## src/rtl/writeback_stage_pkg.sv

```systemverilog
// Shared constants for the write-back stage: datapath width, write-back
// source selector codes and load size/sign codes.
package writeback_stage_pkg;

  localparam int XLEN = 32;

  // Write-back source selector
  localparam logic [1:0] WBSEL_ALU  = 2'b00;
  localparam logic [1:0] WBSEL_LOAD = 2'b01;
  localparam logic [1:0] WBSEL_PC4  = 2'b10;
  localparam logic [1:0] WBSEL_RSV  = 2'b11;

  // Load size/sign codes (funct3)
  localparam logic [2:0] F3_LB  = 3'b000;
  localparam logic [2:0] F3_LH  = 3'b001;
  localparam logic [2:0] F3_LW  = 3'b010;
  localparam logic [2:0] F3_LBU = 3'b100;
  localparam logic [2:0] F3_LHU = 3'b101;

endpackage

```

## src/rtl/writeback_stage_load_formatter.sv

```systemverilog
// Load data formatter: picks the addressed byte/halfword out of the aligned
// memory word, sign- or zero-extends it, and flags misaligned or illegal loads.
module writeback_stage_load_formatter #(
  parameter int XLEN = 32
) (
  input  logic [XLEN-1:0] word,
  input  logic [1:0]      off,
  input  logic [2:0]      funct3,
  output logic [XLEN-1:0] data,
  output logic            err
);
  import writeback_stage_pkg::*;

  logic [7:0]  byte_sel;
  logic [15:0] half_sel;

  // Byte lane chosen by the full offset, halfword lane by its upper bit
  always_comb begin
    byte_sel = word[{off, 3'b000} +: 8];
    half_sel = word[{off[1], 4'b0000} +: 16];
  end

  // Extension and alignment/legality check per load type
  always_comb begin
    data = '0;
    err  = 1'b0;
    case (funct3)
      F3_LB:  data = {{(XLEN-8){byte_sel[7]}}, byte_sel};
      F3_LBU: data = {{(XLEN-8){1'b0}}, byte_sel};
      F3_LH: begin
        data = {{(XLEN-16){half_sel[15]}}, half_sel};
        err  = off[0];
      end
      F3_LHU: begin
        data = {{(XLEN-16){1'b0}}, half_sel};
        err  = off[0];
      end
      F3_LW: begin
        data = word;
        err  = (off != 2'b00);
      end
      default: err = 1'b1;
    endcase
  end

endmodule

```

## src/rtl/writeback_stage.sv

```systemverilog
// MEM/WB pipeline register with result formatting. Sole driver of the
// register block write port; outputs are combinational from the MEM/WB
// register so the register block can bypass them in the same cycle.
module writeback_stage #(
  parameter int XLEN  = writeback_stage_pkg::XLEN,
  parameter int CNT_W = 32
) (
  input  logic             clk,
  input  logic             reset,
  input  logic             mem_valid,
  input  logic             mem_regwr,
  input  logic [4:0]       mem_rd,
  input  logic [1:0]       mem_wbsel,
  input  logic [2:0]       mem_funct3,
  input  logic [XLEN-1:0]  mem_alu_result,
  input  logic [XLEN-1:0]  mem_load_word,
  input  logic [XLEN-1:0]  mem_pc_plus4,
  input  logic             wb_stall,
  input  logic             wb_flush,
  output logic             regWr,
  output logic [4:0]       ws,
  output logic [XLEN-1:0]  wr_data,
  output logic             wb_valid,
  output logic             load_err,
  output logic [CNT_W-1:0] retired_count
);
  import writeback_stage_pkg::*;

  logic             valid_q,  valid_d;
  logic             regwr_q,  regwr_d;
  logic [4:0]       rd_q,     rd_d;
  logic [1:0]       wbsel_q,  wbsel_d;
  logic [2:0]       funct3_q, funct3_d;
  logic [XLEN-1:0]  alu_q,    alu_d;
  logic [XLEN-1:0]  word_q,   word_d;
  logic [XLEN-1:0]  pc4_q,    pc4_d;
  // Set when the held instruction is in its first WB cycle; gates load_err
  // so a stalled faulting load reports only once.
  logic             first_q,  first_d;
  logic [CNT_W-1:0] count_q,  count_d;

  logic [XLEN-1:0]  fmt_data;
  logic             fmt_err;
  logic             err;
  logic             retire;

  writeback_stage_load_formatter #(.XLEN(XLEN)) u_fmt (
    .word   (word_q),
    .off    (alu_q[1:0]),
    .funct3 (funct3_q),
    .data   (fmt_data),
    .err    (fmt_err)
  );

  // Next-state: flush beats stall, stall holds, otherwise capture MEM
  always_comb begin
    valid_d  = valid_q;
    regwr_d  = regwr_q;
    rd_d     = rd_q;
    wbsel_d  = wbsel_q;
    funct3_d = funct3_q;
    alu_d    = alu_q;
    word_d   = word_q;
    pc4_d    = pc4_q;
    first_d  = 1'b0;
    retire   = valid_q & ~wb_stall;
    count_d  = count_q + {{(CNT_W-1){1'b0}}, retire};
    if (wb_flush) begin
      valid_d = 1'b0;
      regwr_d = 1'b0;
    end else if (!wb_stall) begin
      valid_d  = mem_valid;
      regwr_d  = mem_regwr;
      rd_d     = mem_rd;
      wbsel_d  = mem_wbsel;
      funct3_d = mem_funct3;
      alu_d    = mem_alu_result;
      word_d   = mem_load_word;
      pc4_d    = mem_pc_plus4;
      first_d  = 1'b1;
    end
  end

  // MEM/WB register and retire counter with asynchronous clear
  always_ff @(posedge clk or posedge reset) begin
    if (reset) begin
      valid_q  <= 1'b0;
      regwr_q  <= 1'b0;
      rd_q     <= '0;
      wbsel_q  <= '0;
      funct3_q <= '0;
      alu_q    <= '0;
      word_q   <= '0;
      pc4_q    <= '0;
      first_q  <= 1'b0;
      count_q  <= '0;
    end else begin
      valid_q  <= valid_d;
      regwr_q  <= regwr_d;
      rd_q     <= rd_d;
      wbsel_q  <= wbsel_d;
      funct3_q <= funct3_d;
      alu_q    <= alu_d;
      word_q   <= word_d;
      pc4_q    <= pc4_d;
      first_q  <= first_d;
      count_q  <= count_d;
    end
  end

  // Write-back value selection, write enable and error pulse
  always_comb begin
    err = valid_q & (wbsel_q == WBSEL_LOAD) & fmt_err;
    case (wbsel_q)
      WBSEL_ALU:  wr_data = alu_q;
      WBSEL_LOAD: wr_data = fmt_data;
      WBSEL_PC4:  wr_data = pc4_q;
      default:    wr_data = '0;
    endcase
    regWr         = valid_q & regwr_q & (rd_q != 5'd0) & ~err & (wbsel_q != WBSEL_RSV);
    ws            = rd_q;
    wb_valid      = valid_q;
    load_err      = err & first_q;
    retired_count = count_q;
  end

endmodule
```

## config.mk

```make
export PLATFORM = sky130hd
export DESIGN_NAME = writeback_stage
export DESIGN_NICKNAME = d
export VERILOG_FILES = /design/src/rtl/writeback_stage_pkg.sv /design/src/rtl/writeback_stage_load_formatter.sv /design/src/rtl/writeback_stage.sv
export SDC_FILE = /design/constraint.sdc
export NUM_CORES = 1
export LEC_CHECK = 0
export ABC_AREA = 1
export BUFFER_PORTS_ARGS = -buffer_cell sky130_fd_sc_hd__buf_2
export CAP_MARGIN = 15
export CORE_UTILIZATION = 45
export DETAILED_ROUTE_END_ITERATION = 16
export PLACE_DENSITY = 0.7
export SLEW_MARGIN = 20
export SYNTH_ARGS = -nofsm -noshare
export SYNTH_HDL_FRONTEND = slang
export SYNTH_SLANG_ARGS = --single-unit
```

## constraint.sdc

```tcl
create_clock -name clk -period 8.9 [get_ports clk]
set_input_delay 0.89 -clock clk [delete_from_list [all_inputs] [get_ports clk]]
set_output_delay 0.89 -clock clk [all_outputs]
set_load 0.01 [all_outputs]
```

## Word level (Yosys, flattened, before mapping)

Cells that the tools add are included.
W data, S select, Z words.

| cells by class | value |
|---|---|
| muxes and demuxes | 9 |
| shifts and indexed selects | 2 |
| add/subtract/negate cells | 1 |
| $mul | 0 |
| reduce and logical (&&, ||, !) cells | 7 |
| equality and inequality tests | 8 |
| div/mod/pow operators | 0 |
| bitwise gates (word level) | 11 |
| $lt $le $gt $ge | 0 |

Operators with widths:

| operator | number |
|---|---|
| $pmux W32 S5 | 1 |
| $pmux W32 S3 | 1 |
| $add A32 B1 Y32 | 1 |
| $shiftx A32 B6 Y16 | 1 |
| $shiftx A32 B6 Y8 | 1 |
| $and A1 B1 Y1 | 8 |
| $eq A3 B3 Y1 const B | 2 |
| $mux W1 | 6 |
| $reduce_bool A5 Y1 | 1 |
| $reduce_or A2 Y1 | 2 |
| $eq A3 B1 Y1 const B | 1 |
| $eq A3 B2 Y1 const B | 1 |
| $logic_not A3 Y1 | 1 |
| $not A1 Y1 | 3 |
| $pmux W1 S3 | 1 |
| $eq A2 B1 Y1 const B | 1 |
| $eq A2 B2 Y1 const B | 1 |
| $logic_not A2 Y1 | 1 |
| $ne A2 B1 Y1 const B | 1 |
| $ne A2 B2 Y1 const B | 1 |
| $reduce_and A2 Y1 | 1 |
| $reduce_bool A2 Y1 | 1 |

| storage, ports and cells | value |
|---|---|
| bits of input ports | 112 |
| word-level logic and storage cells | 48 |
| RAM bits | 0 |
| bits in latches | 0 |
| bits in read-only memories | 0 |
| memories | 0 |
| register bits after elaboration | 141 |

## Logic depth before layout (Yosys ltp)

| logic depth | value |
|---|---|
| depth after elaboration | 7 |
| mapped depth | 12 |
| gate-level depth less buffers | 12 |

## Modules after synthesis

From an unflattened synthesis, not the netlist that was laid out.

| unflattened totals | value |
|---|---|
| cells, all modules | 1015 |
| area total of the unflattened synthesis | 7546.0 sq um |

By module, submodules not included:

| module | area an instance (sq um) | seq. area each (sq um) | times used | cells an instance |
|---|---|---|---|---|
| writeback_stage | 6595.1 | 3528.4 | 1 | 802 |
| writeback_stage_load_formatter | 950.9 | 0.0 | 1 | 213 |

## Worst setup path before layout

OpenSTA, ideal clock, no wires.

| timing | value |
|---|---|
| kind | input port to flip-flop |
| start | input port wb_stall |
| end | register count_q[20] (netlist: retired_count[20]) |
| data arrival time | 2.086 ns |
| path slack | 6.691 ns |
| stages | 10 |
| path buffers | 0 |
| required time | 8.777 ns |
| path through | nor2_1 > ha_1 > ha_1 > nand2_1 > nor2_1 > nand2_1 > nor2_1 > nand2_1 > o21ai_0 > nand2_1 |

| on the way | value |
|---|---|
| word-level cells in the longest chain between the ends | 3 |

RTL lines:

| what | line | RTL |
|---|---|---|
| start: declaration | writeback_stage.sv:18 | `input logic wb_stall,` |
| $not A1 Y1 (no source line) | n/a |  |
| $and A1 B1 Y1 | writeback_stage.sv:66 | `retire = valid_q & ~wb_stall;` |
| $add A32 B1 Y32 | writeback_stage.sv:67 | `count_d = count_q + {{(CNT_W-1){1'b0}}, retire};` |
| via count_d[20] | writeback_stage.sv:40 | `logic [CNT_W-1:0] count_q, count_d;` |
| end signal: assignment | writeback_stage.sv:107 | `count_q <= count_d;` |
| end: declaration | writeback_stage.sv:40 |  |

The timed path passes the listed nets, and every way through them passes these cells.
A chain may end at the register's enable or synchronous reset.

## Worst setup path in the final report

| timing | value |
|---|---|
| start | register alu_q[1] |
| end | output port wr_data[15] |

| on the way | value |
|---|---|
| word-level cells in the longest chain between the ends | 3 |
| elaborated cells between the ends (all ways) | 4 |

RTL lines:

| what | line | RTL |
|---|---|---|
| start: declaration | writeback_stage.sv:34 | `logic [XLEN-1:0] alu_q, alu_d;` |
| start signal: assignment | writeback_stage.sv:103 | `alu_q <= alu_d;` |
| $shiftx A32 B6 Y16 / $shiftx A32 B6 Y8 (equally long branches) | writeback_stage_load_formatter.sv:20, writeback_stage_load_formatter.sv:19 |  |
| $pmux W32 S5 (*) | writeback_stage_load_formatter.sv:27 | `case (funct3)` |
| $pmux W32 S3 (*) | writeback_stage.sv:114 | `case (wbsel_q)` |
| end: declaration | writeback_stage.sv:22 | `output logic [XLEN-1:0] wr_data,` |

Every way passes the cells marked *; elsewhere a longest branch is shown, timed or not.

==> flow_summary.ini <==
[timing]
rsz0062_at_grt = false
period_minus_slack_ns = 3.487
setup_violations = 0
slew_viol_final = 0
finClkSkew_ns = 0.004998
tightest_slew_ns = 0.9315
fmax_mhz = 286.7
fin_hold_ws_ns = 0.4729
slew_headroom_pct = 37.90
hold_viol = 0
timing.final.crit_share_pct = 39.18
final.setup.tns_ns = 0

[power_and_ir_drop]
ir_worst_vdd_mv = 0.1322
total_power_mw = 1.849
power.leakage_nw = 4.736
powerDensity_nw_per_um2 = 210.0

[finish]
areaGrowthSynthToFinish_pct = 23.59
fillCellCount = 1492
multiInputGateArea_um2 = 2952
fin_nets = 1245
regArea_um2 = 3528
drive_gt1_share_pct = 20.37

[global_route]
grtUsageTotal_pct = 25.19
met3_usage_pct = 6.135
grt_first_pass_wirelength_um = 31570
grt_antenna_before_repair = 2
gr-usage-met1_pct = 35.80
gr-usage-met2_pct = 36.89
grt_max_degree = 127
grt_pass1_vias = 6233
grt-ovfl-total = 0
busiest_layer = met2

[floorplan]
rows = 45
initial_core_util_pct = 46.51
dieArea_um2 = 16340
die_y_um = 127.8
die_x_um = 127.8
core-area_um2 = 15310
ios = 184

[clocking]
root_buffer = clkbuf_16
hold_buffers = 0
cts_setup_buffers = 0
cts_tree = done
clkTransAtPathRegs_ns = 0.06
clk_latency_ns = 0.42
cts_resized = 0
htreeDepth = 4
cts_sinks = 141
cts_buffer_depth = 2
cts_buffers = 17

[detailed_routing]
dr.pass1.iters = 5
vias = 6689
drt_wl_total_um = 19580
via_per_inst = 4.933
drc_errors = 0
drt-initial-drc-count = 479
avgRoutedWirePerCell_um = 14.44
ant_nets = 0

[synth]
yosysWarnings = 0
synthMuxAreaShare_pct = 0
synthArstFlopShare_pct = 100.0
synth_edf_count = 0
synth_ff_type = dfrtp_1
syn_avg_cell_area_um2 = 7.397
synthTopCellsByArea = dfrtp_1 50%, nand2_1 20%, o21ai_0 6.8%, inv_1 6.4%, nand3_1 3.0%
synth_top_family_by_area = simple AND/OR/NAND/NOR gates
synth_compound_area_share_pct = 9.907
synth_xor_area_share_pct = 2.459
synth-simple-area-share_pct = 28.53
synth_nets = 1077
syn_area_um2 = 7123
yosysTopAreaCellShare_pct = 49.53
synthAdderAreaFrac_pct = 0.3513
synth_top_area_cell = dfrtp_1
ys_seq_elements = 141
synth_cell_types = 25
synth_seq_area_share_pct = 49.53
synth_cells = 963

[placement]
hpwlAfterDp_um = 13890
io_buffers = 183
gp_congestion = 0.9000

[min_path]
worstHoldPathType = register to register
min-delay-start = pc4_q[2]$_DFFE_PP0P_

[setup_path]
worstSetupPathType = register to output pin
cp-startpoint = alu_q[1]$_DFFE_PP0P_
arrival_ns = 2.60
required_ns = 8.01
end_kind = output pin
r2r-start = wb_valid$_DFFE_PP0P_
path_max_fanout = 32
critical_path.startpoint_type = register

[status]
status = completed

[flow_run]
cap_violations = 0
==> worst max-delay path, cell delays in order, from the launching register on <==
cell,delay [ns]
dfrtp_1,0.91
inv_2,0.12
nand2_1,0.10
nand2_1,0.07
nand2_1,0.06
nand2_1,0.07
nand2_2,0.36
nand3_1,0.18
nand2_1,0.12
nand2_1,0.05
buf_2,0.13
==> logic make-up after synthesis <==
logic type,count (synthesis)
AOI/OAI and AO/OA,132
DFF,141
adders and majority gates,2
xor gates and xnor gates,20
and+or+nand+nor,503
buffers and inverters,165
==> report_power, final <==
part	internal (mW)	switching, mW
Sequential	0.714	0.0514
Combinational	0.129	0.224
Clock	0.461	0.269
Total	1.30	0.544
==> synth_stat cells, types with 2 or more instances <==
library cell and instances:
nor3_1 6, dfrtp_1 141, inv_2 4, nand3b_1 9
ha_1 2, nor2_4 2, xor2_1 15, nand2_1 388
nand3_2 2, inv_1 121, nand4_1 3, o21ai_0 97
nand3_1 43, xnor2_1 5, a21oi_1 3, clkbuf_1 14
buf_4 2, a21o_1 4, buf_2 24, nor2_1 46
o22ai_1 28
==> area by class of cell <==
| type | instances | share of cell area [%] |
|---|---|---|
| Sequential cell | 141 | 40.08 |
| Inverter | 125 | 5.387 |
| Clock inverter | 11 | 1.592 |
| Tap cell | 211 | 2.999 |
| Antenna cell | 1 | 0.02843 |
| Clock buffer | 21 | 5.344 |
| Multi-Input combinational cell | 657 | 33.53 |
| Timing Repair Buffer | 189 | 11.04 |
==> path summary, 6_finish.rpt <==
path | slack (ns) | endpoint | depth (start not counted)
worst max register to register | 6.68 | retired_count[20]$_DFF_PP0_ | 11
worst min register to register | 0.47 | pc4_q[2]$_DFFE_PP0P_ | 2
max in group asynchronous | 6.98 | alu_q[2]$_DFFE_PP0P_ | 3
worst max-delay path | 5.41 | wr_data[15] | 10
worst min-delay path | 0.47 | pc4_q[2]$_DFFE_PP0P_ | 2
min in group asynchronous | 0.56 | alu_q[18]$_DFFE_PP0P_ | 2
==> layout by cell type (no fill, tap or decap), drive strengths merged <==
master	instances
nor3	7
nand3	45
dfrtp	141
o22ai	28
nor2	49
a21o	4
ha	2
nand2	389
and2	1
bufinv	3
diode	1
xnor2	5
inv	125
o21ai	97
clkinvlp	1
xor2	15
buf	189
nand3b	9
nand4	3
clkbuf	21
clkinv	7
a21oi	3
==> per-stage QoR <==
step | area, µm² | std cells | worst slack [ns] | util [%]
after global placement | 8172 | 1322 | 5.901 | 53.36
final | 8803 | 1356 | 5.413 | 57.48
after detailed placement | 8172 | 1322 | 5.873 | 53.36
after floorplan | 7123 | 963 | 4.229 | -
after global routing | 8803 | 1356 | 5.180 | 57.48
after CTS | 8782 | 1354 | 5.397 | 57.34
==> registers in the layout (all words and copies together), names as in the netlist <==
register,flops
alu_q,32
pc4_q,32
retired_count,32
word_q,32
ws,5
funct3_q,3
wbsel_q,2
first_q,1
regwr_q,1
wb_valid,1
==> per-layer routing <==
metal / wire length, µm / share of wire, % / vias to the layer above
met5: 0 / 0 / -
met4: 470 / 2.4 / 0
met3: 1472 / 7.5 / 34
met2: 8429 / 43 / 262
met1: 9210 / 47 / 3065
li1: - / - / 3328
(Power assumes the default switching activity.)
